[src/rtl/neuron_accumulate.sv]
// Serial multiply-accumulate neuron feeding a sigmoid stage; forms bias + sum(w_i*x_i)
// in Q8.8 and, when training, folds the returned delta back into its weights and bias.
module neuron_accumulate #(
    parameter int N          = 2,
    parameter int RATE_SHIFT = 4
) (
    input  logic            clock,
    input  logic            reset,
    input  logic            train,
    input  logic            input_valid,
    input  logic [N*8-1:0]  input_data,
    output logic            input_ready,
    output logic            argument_valid,
    output logic [15:0]     argument_data,
    input  logic            argument_ready,
    input  logic            delta_valid,
    input  logic [15:0]     delta_data,
    output logic            delta_ready
);

    localparam int IDX_W = (N > 1) ? $clog2(N) : 1;

    typedef enum logic [2:0] {IDLE, MAC, ARG, DELTA, UPDATE} state_t;

    state_t                   state_q, state_d;
    logic [IDX_W-1:0]         idx_q, idx_d;
    logic signed [31:0]       acc_q, acc_d;
    logic signed [15:0]       w_q [N];
    logic signed [15:0]       bias_q;
    logic signed [15:0]       arg_q;
    logic signed [15:0]       delta_q;
    logic [7:0]               x_q [N];

    logic                     last;
    logic signed [15:0]       w_sel;
    logic signed [8:0]        x_sel;
    logic signed [24:0]       mac_term;
    logic signed [24:0]       upd_prod;
    logic signed [24:0]       upd_term;
    logic signed [15:0]       bias_step;
    logic signed [15:0]       w_upd;
    logic signed [15:0]       bias_upd;

    function automatic logic signed [15:0] sat16(input logic signed [31:0] v);
        if (v > 32'sd32767)
            return 16'sh7FFF;
        else if (v < -32'sd32768)
            return 16'sh8000;
        else
            return v[15:0];
    endfunction

    assign last      = (idx_q == IDX_W'(N - 1));
    assign w_sel     = w_q[idx_q];
    assign x_sel     = $signed({1'b0, x_q[idx_q]});
    assign mac_term  = 25'(w_sel) * 25'(x_sel);
    // Update step: delta*x is Q8.8*Q0.8 = Q.16, so >>>8 returns to Q8.8 before the rate shift.
    assign upd_prod  = 25'(delta_q) * 25'(x_sel);
    assign upd_term  = upd_prod >>> (8 + RATE_SHIFT);
    assign bias_step = delta_q >>> RATE_SHIFT;
    assign w_upd     = sat16(32'(w_sel) + 32'(upd_term));
    assign bias_upd  = sat16(32'(bias_q) + 32'(bias_step));

    assign input_ready    = (state_q == IDLE);
    assign argument_valid = (state_q == ARG);
    assign delta_ready    = (state_q == DELTA);
    assign argument_data  = arg_q;

    always_comb begin
        state_d = state_q;
        idx_d   = idx_q;
        acc_d   = acc_q;
        case (state_q)
            IDLE: begin
                if (input_valid) begin
                    state_d = MAC;
                    idx_d   = '0;
                    acc_d   = 32'(bias_q) <<< 8;
                end
            end
            MAC: begin
                acc_d = acc_q + 32'(mac_term);
                if (last) state_d = ARG;
                else      idx_d   = idx_q + IDX_W'(1);
            end
            ARG: begin
                if (argument_ready) state_d = train ? DELTA : IDLE;
            end
            DELTA: begin
                if (delta_valid) begin
                    state_d = UPDATE;
                    idx_d   = '0;
                end
            end
            UPDATE: begin
                if (last) state_d = IDLE;
                else      idx_d   = idx_q + IDX_W'(1);
            end
            default: state_d = IDLE;
        endcase
    end

    always_ff @(posedge clock or posedge reset) begin
        if (reset) begin
            state_q <= IDLE;
            idx_q   <= '0;
            acc_q   <= '0;
            arg_q   <= '0;
            bias_q  <= '0;
            for (int i = 0; i < N; i++) w_q[i] <= '0;
        end else begin
            state_q <= state_d;
            idx_q   <= idx_d;
            acc_q   <= acc_d;
            if (state_q == MAC && last) arg_q <= sat16(acc_d >>> 8);
            if (state_q == UPDATE) begin
                w_q[idx_q] <= w_upd;
                if (last) bias_q <= bias_upd;
            end
        end
    end

    // Operand latches: only meaningful after the handshake that loads them.
    always_ff @(posedge clock) begin
        if (state_q == IDLE && input_valid) begin
            for (int i = 0; i < N; i++) x_q[i] <= input_data[8*i +: 8];
        end
        if (state_q == DELTA && delta_valid) delta_q <= delta_data;
    end

endmodule

[config.mk]
export PLATFORM = sky130hd
export DESIGN_NAME = neuron_accumulate
export DESIGN_NICKNAME = d
export VERILOG_FILES = /design/src/rtl/neuron_accumulate.sv
export SDC_FILE = /design/constraint.sdc
export NUM_CORES = 1
export LEC_CHECK = 0
export ABC_CLOCK_PERIOD_IN_PS = 22700
export BUFFER_PORTS_ARGS = -buffer_cell sky130_fd_sc_hd__clkbuf_2
export CAP_MARGIN = 10
export CELL_PAD_IN_SITES_DETAIL_PLACEMENT = 1
export CELL_PAD_IN_SITES_GLOBAL_PLACEMENT = 2
export CORE_ASPECT_RATIO = 0.8
export CORE_MARGIN = 10
export CORE_UTILIZATION = 44
export DETAILED_ROUTE_END_ITERATION = 16
export HOLD_SLACK_MARGIN = 0.08
export PLACE_DENSITY = 0.94
export SETUP_SLACK_MARGIN = 0.2
export SLEW_MARGIN = 5
export SYNTH_ARGS = -nofsm -noshare
export SYNTH_HDL_FRONTEND = slang
export SYNTH_SLANG_ARGS = --single-unit
[constraint.sdc]
create_clock -name clock -period 22.7 [get_ports clock]
set_clock_uncertainty 0.1 [all_clocks]
set_input_delay 0 -clock clock [delete_from_list [all_inputs] [get_ports clock]]
set_output_delay 0 -clock clock [all_outputs]
set_load 0.01 [all_outputs]
**Word level (Yosys, flattened, before mapping)**

Memories as Yosys holds them, arrays and structs flattened.
Cells that the tools add are included.

- Muxes and demuxes: 27
- Equality and inequality tests: 9
- Bitwise logic cells: 1
- Reduce and logical (&&, ||, !) cells: 12
- $mul: 2
- Add/subtract/negate cells: 4
- Order comparisons: 8

Operators by type and width:

| kind | number |
|---|---|
| 16-bit 2-to-1 mux | 10 |
| 32-bit one-hot mux with 2 select lines | 1 |
| 16-bit by 9-bit multiplier with 25-bit output | 2 |
| 17-bit by 16-bit greater-than comparator with 1-bit output, second input constant | 2 |
| 17-bit by 16-bit < comparator with 1-bit output, second input constant | 2 |
| 32-bit by 25-bit adder with 32-bit output | 1 |
| 32-bit bitwise mux | 1 |
| 32-bit 2-to-1 mux | 1 |
| 24-bit by 16-bit greater-than comparator with 1-bit output, second input constant | 1 |
| 24-bit by 16-bit < comparator with 1-bit output, second input constant | 1 |
| 16-bit by 12-bit adder with 17-bit output | 1 |
| 16-bit by 13-bit adder with 17-bit output | 1 |
| 16-bit demux with 1-bit select | 1 |
| 3-bit 2-to-1 mux | 5 |
| 3-bit one-hot mux with 5 select lines | 1 |
| 2-bit inequality test, second input constant | 4 |
| 3-bit by 2-bit == test with 1-bit output, second input constant | 2 |
| 1-bit 2-to-1 mux | 5 |
| 5-bit AND reduction | 1 |
| 1-bit logical AND | 4 |
| 2-bit AND reduction | 2 |
| 3-bit by 1-bit == test with 1-bit output, second input constant | 1 |
| 3-bit == test, second input constant | 1 |
| 3-bit logical NOT | 1 |
| 11 further kinds | 11 |

- Input port bits: 38
- Word-level logic and storage cells: 73
- Bits in writable memories: 16
- Output and inout port bits: 19
- Register bits: 116
- Memories: 1

Memory list:

| memory | depth | width | read ports | clocked after Yosys merged registers in | write ports | RTL line | source |
|---|---|---|---|---|---|---|---|
| x_q | 2 | 8 | 1 | 0 | 2 | 32 | `logic [7:0] x_q [N];` |

**Logic depth before layout (Yosys ltp)**

Gate-level depths: netlist of run 1.

- Word-level depth: 10
- Mapped depth: 35
- Gate-level depth less buffers: 31

**Worst setup path before layout of run 1**

OpenSTA, ideal clock, no wires.

- Kind: flip-flop to flip-flop
- Start point: reg idx_q
- End point: reg w_q[30] (netlist bit)
- Setup slack: 14.086 ns
- Cell stages (with the launch flop): 32
- Setup time: 0.142 ns
- Data arrival time: 8.372 ns
- Data required time: 22.458 ns
- Buffers on the path: 3
- Cells stage by stage: dfrtp_1 > buf_2 > buf_1 > mux2_2 > clkbuf_1 > and2_1 > fa_1 > fa_1 > fa_1 > inv_1 > fa_1 > inv_1 > ha_1 > a21o_1 > a21o_1 > a21oi_1 > a31oi_1 > o311a_1 > a211o_1 > a221o_1 > a21o_1 > a21oi_2 > xnor2_1 > ha_1 > a21o_1 > a21o_1 > or4b_2 > a2111oi_0 > a2bb2oi_1 > o21ai_0 > a2111oi_0 > o21ai_0

- Longest elaborated chain between the ends: 9
- Elaborated cells between the ends (all ways): 17
- Those cells by class: add/sub (1); mul (1); order compare (4); mux (8); bitwise (1); reduce/logical (1); memory (1)

RTL lines:

| item | RTL line | source |
|---|---|---|
| start, declared | 26 | `logic [IDX_W-1:0] idx_q, idx_d;` |
| start signal, assigned | 113 | `idx_q <= idx_d;` |
| parallel branches: the longest is 8 deep, another holds 16-bit by 9-bit multiplier with 25-bit output | n/a |  |
| 32-bit bitwise mux * | 117 | `w_q[idx_q] <= w_upd;` |
| end signal, assigned by index | 117 |  |
| end, declared | 28 | `logic signed [15:0] w_q [N];` |

Mark *: on every way between the ends. The select of a mux whose other input is x is not followed.
A chain may end at the register's enable or synchronous reset.

**Worst setup path after layout of run 1**

- Start point: reg idx_q
- End point: reg w_q[1] (netlist bit)

Same word-level chain as after synthesis.

==> results of run 1 <==
[worst register-to-register path, delay by kind of cell (launching register included)]
family,cells,cell delay [ns]
buf+inv,3,0.60
fa+ha+maj,7,2.96
flops,1,0.41
simple gates,2,0.27
xor+xnor,1,0.24
mux,1,1.10
compound gates,14,4.25
[through the flow]
stage,hold slack [ns],instances,worst slack [ns],cell area (µm²)
after floorplan,-0.00113,1975,14.09,17600
after global placement,0.0786,2505,13.19,18300
after detailed placement,0.0793,2505,12.73,18300
after CTS,0.121,2575,12.68,19300
after global routing,0.146,2576,12.05,19300
final,0.133,2576,12.61,19300
[worst paths after layout]
| check | depth (start not counted) | start | slack, ns | end |
|---|---|---|---|---|
| setup / recovery | 28 | idx_q | 12.61 | w_q[1] |
| hold / removal | 3 | reset | 0.13 | acc_q[27] |
| max in group asynchronous | 4 | reset | 21.24 | argument_data[1] |
| min in group clock | 2 | delta_data[13] | 0.15 | delta_q[13] |
| hold reg to reg | 2 | acc_q[7] | 0.38 | acc_q[7] |
| setup reg to reg | 28 | idx_q | 12.61 | w_q[1] |
[final cells by class]
type,count,area [µm²]
well taps,536,671
multi-input cells,1370,12300
flip-flops and latches,132,3460
fillers,4555,20100
repair buffers,107,768
clock buffers,23,478
clock inverters,8,100
inverters,400,1500
[kinds of logic (layout without fill, tap and decap cells)]
kind of cell	after synthesis	count (layout)	synth area share, %
compound gates	348	348	12.8
xor+xnor	64	64	3.19
fa+ha+maj	400	400	38.3
buf+inv	473	538	10.3
flops	132	132	19.7
mux	34	34	2.09
simple gates	524	524	13.7
[registers in the layout, summed over array words and instances (netlist names)]
signal         cells
argument_data     16
bias_q            16
w_q               32
state_q            3
delta_q           16
x_q               16
acc_q             32
idx_q              1
[layer usage]
| layer | vias to the layer above | part of all wire (%) | routed length, µm | track usage (%) |
|---|---|---|---|---|
| li1 | 6428 | - | - | - |
| met1 | 7288 | 46 | 23800 | 29.1 |
| met5 | - | 0.017 | 9 | 0 |
| met2 | 288 | 48 | 24800 | 36.9 |
| met4 | 2 | 2.2 | 1120 | 6.28 |
| met3 | 79 | 3.8 | 1960 | 3.28 |
[cells in the final DEF (no fill, tap or decap), types with 32 or more instances in the layout]
cell type | Yosys | final
sky130_fd_sc_hd__xnor2_1 | 38 | 38
sky130_fd_sc_hd__o21ai_0 | 103 | 103
sky130_fd_sc_hd__a21oi_1 | 70 | 70
sky130_fd_sc_hd__clkbuf_2 | 0 | 56
sky130_fd_sc_hd__inv_1 | 399 | 398
sky130_fd_sc_hd__and2_1 | 43 | 43
sky130_fd_sc_hd__fa_1 | 235 | 235
sky130_fd_sc_hd__a21o_1 | 32 | 32
sky130_fd_sc_hd__edfxtp_1 | 32 | 32
sky130_fd_sc_hd__ha_1 | 143 | 143
sky130_fd_sc_hd__nor2b_1 | 39 | 39
sky130_fd_sc_hd__nand2_1 | 212 | 212
sky130_fd_sc_hd__dlygate4sd3_1 | 0 | 39
sky130_fd_sc_hd__nor2_1 | 133 | 132
sky130_fd_sc_hd__dfrtp_1 | 100 | 99
==> flow_metrics.py, run 1 <==
metrics = {
    "detailed_routing": {
        "post-route-drc-count": 0,
        "post_drt_wl_per_cell_um": 20.1,
        "routed_via_density": 5.47,
        "dr.pass1.iters": 6,
        "drtIter0Drc": 821,
        "drt_wl_total_um": 51700,
        "dr_total_vias": 14100,
        "antenna_violating_nets_post_route": 0,
    },
    "synthesis": {
        "synthMostInstantiatedCell": "sky130_fd_sc_hd__inv_1",
        "syn_avg_cell_area_um2": 8.89,
        "netlist.top_cell.by_area": "sky130_fd_sc_hd__fa_1",
        "synthesis.yosys.warnings": 0,
        "yosysUniqueCellTypes": 78,
        "synthTopCellsByCount": "sky130_fd_sc_hd__inv_1 (399), sky130_fd_sc_hd__fa_1 (235), sky130_fd_sc_hd__nand2_1 (212)",
        "synth_seq_area_share_pct": 19.7,
        "synthTopCellsByArea": "sky130_fd_sc_hd__fa_1 (27%), sky130_fd_sc_hd__dfrtp_1 (14%), sky130_fd_sc_hd__ha_1 (10%)",
        "synthesis.instances": 1975,
        "syn-cell-area_um2": 17600,
        "synth-seq-cells": 132,
        "synth.net_count": 2391,
        "yosys_top_cell_area_share_pct": 26.8,
        "synthFlopType": "sky130_fd_sc_hd__dfrtp_1",
        "postSynth.asyncResetShare_pct": 75.8,
        "synth_enable_flop_cells": 32,
    },
    "place": {
        "detailed_place_hpwl_um": 41200,
        "gp_congestion": 0.853,
        "placement.io_buffers": 56,
    },
    "die": {
        "die_ht_um": 199,
        "chipWidth_um": 243,
        "area_of_the_die_um2": 48300,
        "core_footprint_um2": 39400,
        "cell_rows": 65,
        "io_pins": 57,
        "initial_core_util_pct": 44.5,
    },
    "critical_path": {
        "worstPathRequired_ns": 22.92,
        "slowest_library_cell_on_the_worst_path": "sky130_fd_sc_hd__mux2i_4",
        "arrival_ns": 10.31,
        "crit_top_cell": "sky130_fd_sc_hd__a21o_1",
        "timing.setup.critical_path_class": "reg -> reg",
        "start_kind": "flip-flop",
        "gate_family_responsible_for_the_most_delay_along_the_worst_path": "compound AO/OA/AOI/OAI gates",
        "timing.critical_path.fanout_max": 32,
        "cpPeakStageDelay_ns": 1.06,
        "critical_path.n_buffers_inverters": 3,
        "endpoint_kind": "flip-flop",
    },
    "global_routing": {
        "gr-total-overflow": 0,
        "grt_util_all_layers_pct": 22.0,
        "grt_start_max_net_pins": 61,
        "antenna_found_initial": 1,
        "grt_pass1_wl_um": 83900,
        "first_global_vias": 15500,
    },
    "timing": {
        "unrepaired_setup_endpoints_after_global_routing": "false",
        "setup_tns_ns": 0,
        "final.period_utilization_pct": 44.5,
        "worst_slew_pin_slew_ns": 1.27,
        "timing.final.crit_period_ns": 10.09,
        "setup_viol": 0,
        "hold_viol_final": 0,
        "timing.slew.headroom_pct": 15.0,
        "max_freq_ghz": 0.0991,
        "maxSlewViolCount": 0,
    },
    "job": {
        "max_cap_violations": 0,
    },
    "finish": {
        "antenna_cells": 0,
        "layout.core_utilization_pct": 49.0,
        "final_layout_size_suffix_gt1_share_pct": 6.52,
        "finalNetCount": 2444,
        "synthToLayoutAreaGrowth_pct": 10.1,
    },
    "clock_network": {
        "cts-root-to-sink-buffers": 2,
        "cts.clk_slew.worst_paths_ns": 0.07,
        "cts.sinks": 132,
        "cts_tree": "built",
        "ctsResizeCount": 0,
        "cts_hold_buf": 39,
        "cts_post_setup_buffers_inserted": 0,
        "clock_tree.htree_level_count": 4,
        "clk_root_buffer_cell": "sky130_fd_sc_hd__clkbuf_16",
        "cts_inserted_buffers": 17,
        "clk-insertion-delay-late_ns": 0.47,
    },
    "status": {
        "run_status": "completed",
    },
    "min_path": {
        "min_path_type": "in -> async",
    },
}
Power of run 1 is left out: the tool's default activity adds up to more than one toggle a clock period on the data nets, which glitch-free logic cannot reach.
==> run 2: changes to the inputs <==
--- a/config.mk
+++ b/config.mk
@@ -5,17 +5,17 @@
 export SDC_FILE = /design/constraint.sdc
 export NUM_CORES = 1
 export LEC_CHECK = 0
-export ABC_CLOCK_PERIOD_IN_PS = 22700
+export ABC_CLOCK_PERIOD_IN_PS = 8700
 export BUFFER_PORTS_ARGS = -buffer_cell sky130_fd_sc_hd__clkbuf_2
 export CAP_MARGIN = 10
 export CELL_PAD_IN_SITES_DETAIL_PLACEMENT = 1
 export CELL_PAD_IN_SITES_GLOBAL_PLACEMENT = 2
 export CORE_ASPECT_RATIO = 0.8
 export CORE_MARGIN = 10
-export CORE_UTILIZATION = 44
+export CORE_UTILIZATION = 37
 export DETAILED_ROUTE_END_ITERATION = 16
 export HOLD_SLACK_MARGIN = 0.08
-export PLACE_DENSITY = 0.94
+export PLACE_DENSITY = 0.85
 export SETUP_SLACK_MARGIN = 0.2
 export SLEW_MARGIN = 5
 export SYNTH_ARGS = -nofsm -noshare
==> constraint.sdc (replaced) <==
create_clock -name clock -period 8.7 [get_ports clock]
set_clock_uncertainty 0.1 [all_clocks]
set_input_delay 0 -clock clock [delete_from_list [all_inputs] [get_ports clock]]
set_output_delay 0 -clock clock [all_outputs]
set_load 0.01 [all_outputs]
==> flow_metrics.py, run 2 (synthesized netlist as in run 1, its figures left out) <==
metrics = {
    "clock_network": {
        "cts-root-to-sink-buffers": 2,
        "clk-insertion-delay-late_ns": 0.49,
        "cts.sinks": 132,
        "cts.clk_slew.worst_paths_ns": 0.07,
        "cts_tree": "built",
        "clock_tree.htree_level_count": 4,
        "cts_inserted_buffers": 17,
        "clk_root_buffer_cell": "sky130_fd_sc_hd__clkbuf_16",
    },
    "critical_path": {
        "timing.critical_path.fanout_max": 6,
        "cpPeakStageDelay_ns": 0.56,
        "worstPathRequired_ns": 8.95,
        "crit_top_cell": "sky130_fd_sc_hd__a21o_1",
        "critPathLaunch": "idx_q",
        "timing.setup.critical_path_class": "reg -> reg",
        "start_kind": "flip-flop",
        "endpoint_kind": "flip-flop",
        "critical_path.n_buffers_inverters": 2,
        "gate_family_responsible_for_the_most_delay_along_the_worst_path": "compound AO/OA/AOI/OAI gates",
        "arrival_ns": 8.45,
        "crit-reg2reg-launch": "idx_q",
        "worst-r2r-setup-slack_ns": 0.50,
        "slowest_library_cell_on_the_worst_path": "sky130_fd_sc_hd__fa_1",
    },
    "global_routing": {
        "grt_util_all_layers_pct": 19.4,
        "grt_pass1_wl_um": 87000,
        "grt_start_max_net_pins": 60,
        "gr-total-overflow": 0,
        "antenna_found_initial": 1,
        "first_global_vias": 15400,
    },
    "timing": {
        "maxSlewViolCount": 0,
        "unrepaired_setup_endpoints_after_global_routing": "false",
        "max_freq_ghz": 0.122,
        "setup_viol": 0,
        "worst_slew_pin_slew_ns": 1.02,
        "final_critical_path_setup_slack_ns": 0.503,
        "setup_tns_ns": 0,
        "timing.slew.headroom_pct": 31.3,
        "final.period_utilization_pct": 94.2,
        "timing.final.crit_period_ns": 8.20,
        "hold_viol_final": 0,
    },
    "place": {
        "dp_worst_setup_slack_ns": -0.133,
        "placement.io_buffers": 56,
        "detailed_place_hpwl_um": 43600,
        "gp_congestion": 0.853,
        "dp_cells": 2623,
    },
    "die": {
        "area_of_the_die_um2": 56600,
        "io_pins": 57,
        "initial_core_util_pct": 37.3,
        "core_footprint_um2": 47000,
        "chipWidth_um": 264,
        "cell_rows": 71,
        "die_ht_um": 215,
    },
    "finish": {
        "synthToLayoutAreaGrowth_pct": 13.3,
        "fill_cells": 5449,
        "layout.cells.most_common_list": "sky130_fd_sc_hd__inv_1 (398), sky130_fd_sc_hd__fa_1 (234), sky130_fd_sc_hd__nand2_1 (212)",
        "finalNetCount": 2485,
        "layout.core_utilization_pct": 42.3,
        "largestRegisters": "acc_q: 32 flops, w_q: 32 flops",
        "final_layout_size_suffix_gt1_share_pct": 9.08,
        "most_frequent_standard_cell_in_the_layout_excluding_fill_and_tap_cells": "sky130_fd_sc_hd__inv_1",
        "fin_cells": 2704,
    },
    "status": {
        "run_status": "completed",
    },
    "detailed_routing": {
        "antenna_violating_nets_post_route": 0,
        "routed_via_density": 5.25,
        "post-route-drc-count": 0,
        "drtIter0Drc": 940,
        "dr_total_vias": 14200,
        "post_drt_wl_per_cell_um": 20.1,
        "dr.pass1.iters": 7,
        "drt_wl_total_um": 54400,
    },
    "job": {
        "max_cap_violations": 0,
    },
    "min_path": {
        "min_path_type": "in -> async",
    },
}
==> run 2: cell count changes in the layout (fill, tap and decap cells not counted), sizes merged <==
cell    delta
bufinv     -1
clkbuf     -6
diode      +2
inv        +9
buf       +41
clkinv     -1
==> run 2: path summary, 6_finish.rpt <==
| check | endpoint | cells after the start |
|---|---|---|
| max | w_q[14] | 28 |
| min | argument_data[14] | 3 |
| max reg2reg | w_q[14] | 28 |
| min reg2reg | w_q[21] | 2 |
| max in group asynchronous | idx_q | 4 |
| min in group clock | x_q[0][6] | 2 |
==> run 2: routing by layer <==
| metal | wire length (µm) | track usage, % |
|---|---|---|
| met1 | 26400 | 27.3 |
| met2 | 24800 | 30.5 |
| met3 | 2060 | 2.54 |
| met4 | 1140 | 5.95 |
| met5 | 0 | 0 |
==> run 2: what timing repair did <==
| action | 4_1_cts | 5_1_grt |
|---|---|---|
| resized for setup | 11 | 27 |
| buffers inserted | 6 | 2 |
| endpoints found under the setup margin | 2 | 45 |
| hold buffers | 39 | 0 |
| pin swaps | 2 | 12 |
| endpoints found under the hold margin | 99 | 0 |
==> run 2: cell type report <==
class	instances	area (µm²)	share of cell area, %
antenna	2	5.00	0.0252
clock buffer	17	425	2.14
clock inverter	15	158	0.793
inverter	400	1500	7.56
multi-input combinational	1370	12500	62.6
sequential	132	3460	17.4
tap	620	776	3.90
timing repair buffer	148	1100	5.54
==> run 2: through the flow <==
stage / hold WS [ns] / cell area (µm²)
2_1_floorplan: -0.00113 / 17600
3_3_place_gp: 0.0771 / 18700
3_5_place_dp: 0.0793 / 18700
4_1_cts: 0.0889 / 19800
5_1_grt: 0.115 / 19900
6_report: 0.0819 / 19900
==> run 2: worst register-to-register path: cells and delay by family, from the launching register on <==
kind,cells,cell delay (ns)
AO/OA/AOI/OAI,16,3.40
adder cells (fa/ha/maj),6,2.74
multiplexers,1,0.34
XOR/XNOR,1,0.15
flip-flops,1,0.49
AND/OR/NAND/NOR,2,0.73
buffers and inverters,2,0.13
Power of run 2 is left out for the same reason.
==> run 3: changes to the inputs <==
--- a/config.mk
+++ b/config.mk
@@ -15,6 +15,7 @@
 export CORE_UTILIZATION = 37
 export DETAILED_ROUTE_END_ITERATION = 16
 export HOLD_SLACK_MARGIN = 0.08
+export MAX_ROUTING_LAYER = met4
 export PLACE_DENSITY = 0.85
 export SETUP_SLACK_MARGIN = 0.2
 export SLEW_MARGIN = 5
==> flow_metrics.py, run 3 (synthesized netlist as in run 1, its figures left out) <==
metrics = {
    "timing": {
        "timing.final.crit_period_ns": 8.20,
        "hold_viol_final": 0,
        "setup_viol": 0,
        "max_freq_ghz": 0.122,
        "worst_slew_pin_slew_ns": 1.02,
        "timing.slew.headroom_pct": 31.2,
        "unrepaired_setup_endpoints_after_global_routing": "false",
        "maxSlewViolCount": 0,
        "final.period_utilization_pct": 94.2,
        "final_critical_path_setup_slack_ns": 0.500,
    },
    "detailed_routing": {
        "post-route-drc-count": 0,
        "drtIter0Drc": 830,
        "dr_total_vias": 14200,
        "drt_wl_total_um": 54500,
        "dr.pass1.iters": 6,
        "antenna_violating_nets_post_route": 0,
        "post_drt_wl_per_cell_um": 20.1,
        "routed_via_density": 5.26,
    },
    "finish": {
        "finalNetCount": 2485,
        "synthToLayoutAreaGrowth_pct": 13.3,
        "final_std_cell_area_no_fill_um2": 19900,
        "final_layout_size_suffix_gt1_share_pct": 9.08,
        "fill_cells": 5450,
        "fin_cells": 2703,
        "layout.cells.most_common_list": "sky130_fd_sc_hd__inv_1 (398), sky130_fd_sc_hd__fa_1 (234), sky130_fd_sc_hd__nand2_1 (212)",
        "largestRegisters": "acc_q: 32 flops, w_q: 32 flops",
        "most_frequent_standard_cell_in_the_layout_excluding_fill_and_tap_cells": "sky130_fd_sc_hd__inv_1",
    },
    "place": {
        "dp_worst_setup_slack_ns": -0.133,
        "gp_congestion": 0.866,
        "detailed_place_hpwl_um": 43600,
        "placement.io_buffers": 56,
        "total_placed_instance_area_um2": 18700,
        "dp_cells": 2623,
    },
    "global_routing": {
        "grt_start_max_net_pins": 60,
        "grt_pass1_wl_um": 87000,
        "gr-total-overflow": 0,
        "grt_util_all_layers_pct": 20.0,
        "first_global_vias": 15400,
        "gr-usage-met3_pct": 2.47,
        "global_route.peak_usage_layer": "met2",
        "grt_util_met1_pct": 27.3,
        "global_routing_usage_on_met2_pct": 30.5,
        "antenna_found_initial": 1,
    },
    "status": {
        "run_status": "completed",
    },
    "die": {
        "cell_rows": 71,
        "area_of_the_die_um2": 56600,
        "initial_core_util_pct": 37.3,
        "die_ht_um": 215,
        "io_pins": 57,
        "core_footprint_um2": 47000,
        "chipWidth_um": 264,
    },
    "min_path": {
        "min_path_type": "in -> async",
    },
    "critical_path": {
        "endpoint_kind": "flip-flop",
        "slowest_library_cell_on_the_worst_path": "sky130_fd_sc_hd__fa_1",
        "cpPeakStageDelay_ns": 0.56,
        "worstPathRequired_ns": 8.96,
        "crit_top_cell": "sky130_fd_sc_hd__a21o_1",
        "timing.critical_path.fanout_max": 6,
        "timing.setup.critical_path_class": "reg -> reg",
        "arrival_ns": 8.46,
        "start_kind": "flip-flop",
    },
    "clock_network": {
        "cts.clk_slew.worst_paths_ns": 0.07,
        "cts_inserted_buffers": 17,
        "cts.sinks": 132,
        "cts-root-to-sink-buffers": 2,
        "clk_root_buffer_cell": "sky130_fd_sc_hd__clkbuf_16",
        "clock_tree.htree_level_count": 4,
        "cts_tree": "built",
        "clk-insertion-delay-late_ns": 0.50,
    },
    "job": {
        "max_cap_violations": 0,
    },
}
## run 3: cell count changes in the layout (fill, tap and decap cells not counted)
cell	delta
sky130_fd_sc_hd__diode_2	-1
## run 3: metal layers
metal  vias to the layer above  part of all wire (%)
li1                       6518                     -
met1                      7381                    48
met2                       266                    46
met3                        63                   4.2
met4                         0                   2.1
met5                         -                     0
## run 3: worst paths after layout
check / start / to / slack [ns] / cells after the start
setup / recovery: idx_q / w_q[14] / 0.50 / 28
hold reg to reg: w_q[21] / w_q[21] / 0.39 / 2
setup reg to reg: idx_q / w_q[14] / 0.50 / 28
max in group asynchronous: reset / idx_q / 7.21 / 4
hold / removal: reset / argument_data[14] / 0.08 / 3
min in group clock: input_data[6] / x_q[0][6] / 0.11 / 2
## run 3: cell type report
cell class,instances,area (µm²),share of cell area (%)
inverters,400,1500,7.56
repair buffers,148,1100,5.54
well taps,620,776,3.90
flip-flops and latches,132,3460,17.4
clock inverters,15,158,0.793
clock buffers,17,425,2.14
multi-input cells,1370,12500,62.6
diodes,1,2.50,0.0126
## run 3: timing repair
item,4_1_cts,5_1_grt
setup buffers,6,2
endpoints found under the setup margin,2,45
gates resized for setup,11,27
endpoints found under the hold margin,99,0
pin swaps,2,12
hold buffers,39,0
## run 3: worst max-delay path, delay by kind of cell (launching register included)
kind	cells	cell delay, ns
AO/OA/AOI/OAI	16	3.39
adder cells (fa/ha/maj)	6	2.74
AND/OR/NAND/NOR	2	0.73
flip-flops	1	0.49
multiplexers	1	0.34
XOR/XNOR	1	0.15
buffers and inverters	2	0.13
## run 3: stage by stage
| step | hold WS (ns) | utilization [%] | TNS (ns) |
|---|---|---|---|
| detailed placement | 0.0793 | 39.8 | -0.233 |
| global route | 0.115 | 42.3 | 0 |
| finish | 0.0817 | 42.3 | 0 |
| floorplan | -0.00113 | - | 0 |
| CTS | 0.0889 | 42.0 | 0 |
| global placement | 0.0771 | 39.8 | 0 |
Power of run 3 is left out for the same reason.
